### config.mk
export PLATFORM = sky130hd
export DESIGN_NAME = mem_arbiter
export DESIGN_NICKNAME = d
export VERILOG_FILES = /design/src/rtl/mem_arbiter.sv
export SDC_FILE = /design/constraint.sdc
export NUM_CORES = 1
export LEC_CHECK = 0
export BUFFER_PORTS_ARGS = -buffer_cell sky130_fd_sc_hd__clkbuf_2
export CORE_ASPECT_RATIO = 0.6
export CORE_UTILIZATION = 30
export CTS_CLUSTER_SIZE = 14
export DETAILED_ROUTE_END_ITERATION = 10
export RECOVER_POWER = 50
export SYNTH_ARGS = -nofsm -noshare
export SYNTH_HDL_FRONTEND = slang
export SYNTH_SLANG_ARGS = --single-unit
### constraint.sdc
create_clock -name clk -period 4.2 [get_ports clk]
set_input_delay 0.63 -clock clk [delete_from_list [all_inputs] [get_ports clk]]
set_output_delay 0.63 -clock clk [all_outputs]
set_load 0.01 [all_outputs]
### src/rtl/mem_arbiter.sv
// mem_arbiter: shares one byte-wide RAM port between an instruction fetch
// requester (IF) and a load/store requester (MEM).
//
// Ports:
//   clk, rst             clock; synchronous active-low reset
//   rdy                  global enable, 0 pauses the whole block
//   if_req/if_addr       fetch request (always 4 bytes), held until if_done
//   if_done/if_data      one-cycle completion pulse and fetched word
//   mem_req/mem_we/mem_size/mem_addr/mem_wdata
//                        load/store request, held until mem_done
//   mem_done/mem_rdata   one-cycle completion pulse and zero-extended load data
//   ram_din              RAM read byte, valid one cycle after ram_addr
//   ram_addr/ram_dout/ram_wr  registered RAM address, write byte, write strobe
//   busy                 high whenever the FSM is not idle
//
// Handshake: a requester raises req with stable request fields and keeps them
// until its done pulse. Requests are sampled only in IDLE with rdy=1; the
// granted request is copied internally, so later changes on the request
// inputs have no effect on the transfer in flight. done is a single-cycle
// pulse delivered in the DONE state on a cycle with rdy=1.
module mem_arbiter #(
    parameter int STARVE_LIMIT = 4
) (
    input  logic        clk,
    input  logic        rst,
    input  logic        rdy,
    input  logic        if_req,
    input  logic [31:0] if_addr,
    output logic        if_done,
    output logic [31:0] if_data,
    input  logic        mem_req,
    input  logic        mem_we,
    input  logic [1:0]  mem_size,
    input  logic [31:0] mem_addr,
    input  logic [31:0] mem_wdata,
    output logic        mem_done,
    output logic [31:0] mem_rdata,
    input  logic [7:0]  ram_din,
    output logic [31:0] ram_addr,
    output logic [7:0]  ram_dout,
    output logic        ram_wr,
    output logic        busy
);

    localparam logic [1:0] S_IDLE = 2'd0;
    localparam logic [1:0] S_RD   = 2'd1;
    localparam logic [1:0] S_WR   = 2'd2;
    localparam logic [1:0] S_DONE = 2'd3;

    // Counter wide enough to hold STARVE_LIMIT (and at least one bit).
    localparam int CW = $clog2(STARVE_LIMIT + 2);
    localparam logic [CW-1:0] LIMIT = CW'(STARVE_LIMIT);

    logic [1:0]    state;
    logic          own_mem;     // 1 = MEM owns the current transfer
    logic [2:0]    nbytes;      // 1, 2 or 4
    logic [2:0]    k;           // byte index
    logic [23:0]   wdata_rest;  // store bytes not yet placed on ram_dout
    logic [31:0]   buf_q;       // read assembly buffer
    logic          pend;        // ram_din this cycle belongs to lane pend_lane
    logic [1:0]    pend_lane;
    logic [CW-1:0] starve_cnt;
    logic          ram_wr_q;

    logic          grant_if;
    logic          grant_mem;
    logic [2:0]    mem_n;
    logic [31:0]   buf_next;

    always_comb begin
        grant_if  = 1'b0;
        grant_mem = 1'b0;
        if (state == S_IDLE && rdy) begin
            if (if_req && mem_req) begin
                if (starve_cnt == LIMIT) grant_if = 1'b1;
                else                     grant_mem = 1'b1;
            end else if (if_req) begin
                grant_if = 1'b1;
            end else if (mem_req) begin
                grant_mem = 1'b1;
            end
        end
    end

    always_comb begin
        case (mem_size)
            2'b00:   mem_n = 3'd1;
            2'b01:   mem_n = 3'd2;
            default: mem_n = 3'd4;
        endcase
    end

    // Buffer with the byte currently arriving on ram_din merged in, so the
    // final byte can go straight to the owner's data output.
    always_comb begin
        buf_next = buf_q;
        if (pend) buf_next[{pend_lane, 3'b000} +: 8] = ram_din;
    end

    always_ff @(posedge clk) begin
        if (!rst) begin
            state      <= S_IDLE;
            own_mem    <= 1'b0;
            nbytes     <= 3'd0;
            k          <= 3'd0;
            wdata_rest <= 24'd0;
            buf_q      <= 32'd0;
            pend       <= 1'b0;
            pend_lane  <= 2'd0;
            starve_cnt <= '0;
            ram_wr_q   <= 1'b0;
            ram_addr   <= 32'd0;
            ram_dout   <= 8'd0;
            if_data    <= 32'd0;
            mem_rdata  <= 32'd0;
        end else begin
            // A byte requested on an earlier cycle is captured even while
            // paused; a new byte is only outstanding if this cycle advanced.
            if (state == S_RD) begin
                buf_q     <= buf_next;
                pend      <= rdy && (k < nbytes);
                pend_lane <= k[1:0];
            end
            if (rdy) begin
                case (state)
                    S_IDLE: begin
                        if (grant_if || grant_mem) begin
                            own_mem <= grant_mem;
                            k       <= 3'd0;
                            buf_q   <= 32'd0;
                            pend    <= 1'b0;
                            if (grant_if) begin
                                nbytes     <= 3'd4;
                                ram_addr   <= if_addr;
                                starve_cnt <= '0;
                                state      <= S_RD;
                            end else begin
                                nbytes     <= mem_n;
                                ram_addr   <= mem_addr;
                                ram_dout   <= mem_wdata[7:0];
                                wdata_rest <= mem_wdata[31:8];
                                if (!if_req)                 starve_cnt <= '0;
                                else if (starve_cnt != LIMIT) starve_cnt <= starve_cnt + CW'(1);
                                if (mem_we) begin
                                    ram_wr_q <= 1'b1;
                                    state    <= S_WR;
                                end else begin
                                    state    <= S_RD;
                                end
                            end
                        end
                    end
                    S_RD: begin
                        // k == nbytes: all addresses issued, last byte arriving now.
                        if (k == nbytes) begin
                            state <= S_DONE;
                            if (own_mem) mem_rdata <= buf_next;
                            else         if_data   <= buf_next;
                        end else begin
                            k <= k + 3'd1;
                            if (k + 3'd1 < nbytes) ram_addr <= ram_addr + 32'd1;
                        end
                    end
                    S_WR: begin
                        if (k + 3'd1 == nbytes) begin
                            ram_wr_q <= 1'b0;
                            state    <= S_DONE;
                        end else begin
                            k          <= k + 3'd1;
                            ram_addr   <= ram_addr + 32'd1;
                            ram_dout   <= wdata_rest[7:0];
                            wdata_rest <= {8'd0, wdata_rest[23:8]};
                        end
                    end
                    default: state <= S_IDLE;
                endcase
            end
        end
    end

    assign ram_wr   = ram_wr_q && rdy;
    assign if_done  = (state == S_DONE) && rdy && !own_mem;
    assign mem_done = (state == S_DONE) && rdy && own_mem;
    assign busy     = (state != S_IDLE);

endmodule

---- Word level (Yosys, flattened, before mapping) ----
Cells that the tools add are included.
word-level totals
  register bits after elaboration ......... 176
  input bits .............................. 112
  output and inout port bits .............. 108
  logic and storage cells ................. 116
operators by class
  add/sub/neg operators ................... 4
  magnitude comparators ................... 2
  eq/ne operators ......................... 17
  shift-type cells ........................ 2
  multiplexer cells ....................... 53
  bitwise logic cells ..................... 1
  reductions and logical operators ........ 23
operator list
  kind                    count
  $mux 32                 10
  $pmux 32 s3             1
  $mux 24                 3
  $pmux 24 s2             1
  $add 32x1->32 const B   1
  $bwmux 32               1
  $shift 8x7->32 const A  1
  $shiftx 8x7->32         1
  $mux 8                  3
  $mux 3                  7
  $mux 1                  17
  $pmux 8 s2              1
  $reduce_and 4->1        4
  $reduce_and 6->1        2
  $mux 2                  5
  $ne 2x2->1 const B      5
  $reduce_and 5->1        2
  $pmux 3 s3              1
  $logic_and 1x1->1       7
  $neg 5->7               1
  $add 3x1->3 const B     2
  $eq 3x3->1              2
  $lt 3x3->1              2
  $ne 2x1->1 const B      3
  15 further kinds        19

---- Longest topological paths before layout ----
  depth in word-level cells ............... 8
  gate-level depth with buffers ........... 10
  depth with buffers taken out ............ 8

---- Least setup slack after synthesis ----
No wires, ideal clock.
  path type ............................... register to register
  start ................................... register k[0]
  end ..................................... register ram_addr[0]
  arrival time ............................ 2.529 ns
  required time ........................... 4.126 ns
  path slack .............................. 1.597 ns
  stages on the path, launching flop included .. 10
  path buffers ............................ 1
  period minus slack after synthesis ...... 2.603 ns
  cells stage by stage .................... dfxtp_1 -> ha_1 -> xor2_1 -> ha_1 -> nand4b_1 -> nand3_2 -> or4_4 -> buf_6 -> or4_1 -> a31oi_1
between the ends
  longest elaborated chain between the ends .. 4
ends and longest elaborated chain
  what                                                       line      RTL
  from (decl)                                                57        logic [2:0] k;
  from (signal assigned)                                     160       k <= k + 3'd1;
  from (signal assigned)                                     169       k <= k + 3'd1;
  $add 3x1->3                                                161, 165
  $lt 3x3->1 / $eq 3x3->1 (equally long branches)            161, 165
  $ne 2x1->1 (no line) / $ne 2x2->1 (equally long branches)  n/a
  $reduce_and 6->1 (no line) *                               n/a
  to (signal assigned)                                       139       ram_addr <= mem_addr;
  to (signal assigned)                                       161       if (k + 3'd1 < nbytes) ram_addr <= ram_addr + 32'd1;
  to (signal assigned)                                       170       ram_addr <= ram_addr + 32'd1;
  to (decl)                                                  39        output logic [31:0] ram_addr,
Every way passes the cells marked *; elsewhere a longest branch is shown, timed or not.
A chain may end at the register's enable or synchronous reset.

---- Final worst setup path ----
  start ................................... register pend_lane[0]
  end ..................................... register buf_q[8]
between the ends
  longest elaborated chain between the ends .. 8
ends and longest elaborated chain
  what                                                      line  RTL
  from (decl)                                               61    logic [1:0] pend_lane;
  from (signal assigned)                                    122   pend_lane <= k[1:0];
  $neg 5->7 *                                               97    if (pend) buf_next[{pend_lane, 3'b000} +: 8] = ram_din;
  $shiftx 8x7->32 / $shift 8x7->32 (equally long branches)  97
  $bwmux 32 *                                               97
  $mux 32 *                                                 97
  $mux 32 *                                                 119   if (state == S_RD) begin
  $mux 32                                                   127   if (grant_if || grant_mem) begin
  $mux 32                                                   125   case (state)
  $mux 32 *                                                 124   if (rdy) begin
  to (signal assigned)                                      120   buf_q <= buf_next;
  to (decl)                                                 59    logic [31:0] buf_q;
Marked as above.

==> out/results.ini <==
[clock_network]
cts-buffers-inserted=17
clk_latency_ns=0.44
tritoncts=built
cts_setup_buffers=0
clkTransAtPathRegs_ns=0.08
clockBufferDepth=2
cts_root_buffer=clkbuf_16
htree_levels=4
cts_resized=0
cts_hold_buf=0
cts_sinks=176

[synthesis]
synth-seq-cells=176
synthArstFlopShare=0
synth_warnings=0
yosysMostFrequentCell=dfxtp_1
synthDistinctLibCells=62
synth_common_cells=176 x dfxtp_1, 142 x nor2_1, 132 x a211oi_1, 58 x clkbuf_1, 56 x nand2_1
synth_top_flop_cell=dfxtp_1
synth_area_leaders=dfxtp_1 43%, a211oi_1 12%, nor2_1 6.4%, mux2i_1 4.8%, a21oi_1 3.1%
yosysTopAreaCell=dfxtp_1
seq_area_frac_synth=0.426
synth_top_area_frac=0.426
synth.cell_area_um2=8260
synthCells=956
syn_area_per_cell_um2=8.64
synth_edf_count=0
synthesis.nets=1088

[cells_and_area]
layout.nets=1261
fin_cells=1502
fill_cells=2824
layout-drive-gt1-share=0.162
syn2layout_area_growth_pct=21.8
num_antenna_cells=0

[critical_path]
crit_arrival_ns=3.43
cp_slowest_cell=nor4b_1
r2r_cells=5
worst_setup_path_end_kind=flip-flop
cp.required_ns=4.54
crit_path_start_kind=flip-flop
cp_cell_sequence=inv_1 -> ha_1 -> nor4b_1 -> a22oi_1 -> a211oi_1
crit_path_max_incr_delay_ns=1.19
critPathMaxFanout=8
path_class=reg -> reg
cp.depth=5
r2r_slack_ns=1.11
path_delay_family=simple AND/OR/NAND/NOR gates
crit_buf_inv=1

[detailed_routing]
viasPerCell=5.22
vias=7836
drc=0
finalWirelength_um=25900
drt_iter0_markers=561
wl_per_cell_um=17.3
ant_nets=0
drt_pass1_iterations=5

[die]
start_util=0.309
fp-row-count=46
die_x_um=216
die_y_um=131
io_pins=220
dieArea_um2=28200
core-area_um2=26700

[sta]
relSlewSlack=-0.125
worst_hold_slack_ns=0.445
finalHoldViolCount=0
slew_violations=65
fmax_ghz=0.323
finalCriticalPeriod_ns=3.09
fin_tns_setup_ns=0
worstMarginPinSlew_ns=1.69
setup_violations=0
period_share=0.736
fin_skew_ns=0.0176
rsz0062_at_grt=false

[placement]
io_buffers=219
dp.cells=1470
hpwlAfterDp_um=18500
gp_congestion=0.821

[worst_hold_path]
hp-class=in -> reg
min_delay_path_depth=3

[job]
drv_cap=3

[power_and_ir_drop]
pwr-share-clk=0.338
p_per_area_nw_per_um2=480
p_comb_frac=0.242
pwr-share-seq=0.420
p_switching_uw=1630
internal-power_uw=3200
ir_drop_mv=0.235
p_leak_uw=0.00350
netSwitchingFraction=0.338

[outcome]
status=complete, but fails checks
violations=capacitance limit, slew limit

[grt]
grt_pass1_wl_um=39600
grt_max_degree=73
grt.total_usage=0.181
first_global_vias=7054
antenna_found_initial=0
overflow=0

## layout make-up
type                       count  area, um^2  share of cell area
inverter                      13        51.3             0.00509
sequential                   176        3520               0.350
multi-input combinational    687        4400               0.437
timing repair buffer         234        1060               0.105
tap                          360         450              0.0447
clock buffer                  19         433              0.0430
clock inverter                13         153              0.0152
## final timing paths
kind | from | end
max | pend_lane[0] | buf_q[8]
min | mem_wdata[28] | wdata_rest[20]
max reg2reg | pend_lane[0] | buf_q[8]
min reg2reg | wdata_rest[23] | wdata_rest[23]
## registers in the layout, summed over array words and instances (netlist names)
name and cells:
buf_q 32, if_data 32, mem_rdata 32, ram_addr 32, wdata_rest 24, ram_dout 8, k 3, nbytes 3
starve_cnt 3, pend_lane 2, state 2, own_mem 1, pend 1, ram_wr_q 1
## logic make-up (layout without fill, tap and decap cells)
| family | after synthesis | after routing | share of synthesized area |
|---|---|---|---|
| AOI/OAI and AO/OA | 299 | 299 | 0.251 |
| xor gates and xnor gates | 1 | 1 | 0.00106 |
| adders and majority gates | 20 | 20 | 0.0303 |
| buffers and inverters | 93 | 279 | 0.0447 |
| DFF | 176 | 176 | 0.426 |
| muxes | 52 | 52 | 0.0648 |
| and+or+nand+nor | 315 | 315 | 0.182 |
## layer usage
| metal | wire length, um | share of wire | track usage | vias up |
|---|---|---|---|---|
| li1 | - | - | - | 3904 |
| met1 | 13500 | 0.52 | 0.273 | 3693 |
| met2 | 10400 | 0.40 | 0.246 | 223 |
| met3 | 1770 | 0.068 | 0.0472 | 16 |
| met4 | 234 | 0.0090 | 0.0518 | 0 |
| met5 | 0 | 0 | 0 | - |
## cell usage in the layout, fill, tap and decap left out, types with 9 or more instances in the layout
cell type / instances
inv_1: 12
nand4_1: 9
o22ai_1: 10
mux2i_1: 40
nand3_1: 28
ha_1: 18
a211oi_1: 132
mux2_2: 12
clkbuf_1: 113
nand3b_1: 10
o21ai_0: 30
buf_4: 12
nor3_1: 9
clkbuf_2: 111
or3_1: 9
a22oi_1: 33
clkbuf_16: 17
nor2_1: 141
and3_1: 9
nand2_1: 56
dfxtp_1: 176
a21oi_1: 52
## worst register-to-register path: stages (launching register included)
cell      delay [ns]
dfxtp_1         0.48
inv_1           0.17
ha_1            0.38
nor4b_1         1.19
a22oi_1         0.44
a211oi_1        0.35
## power by group through the flow
stage                     combinational, uW  clock (uW)  sequential [uW]
after floorplan                         792           0             2070
after global placement                 1180           0             2060
after detailed placement               1200           0             2060
after CTS                              1200        1670             2030
after global routing                   1300        1750             2060
final                                  1170        1630             2030
## per-stage QoR
stage               cell area [um^2]  setup slack, ns   util  total power [uW]
global route                   10100            0.900  0.377              5110
finish                         10100             1.11  0.377              4830
global placement                9640             1.33  0.361              3240
floorplan                       8260             1.60      -              2860
CTS                            10200             1.27  0.383              4900
detailed placement              9640             1.28  0.361              3260
(Power assumes the default switching activity.)
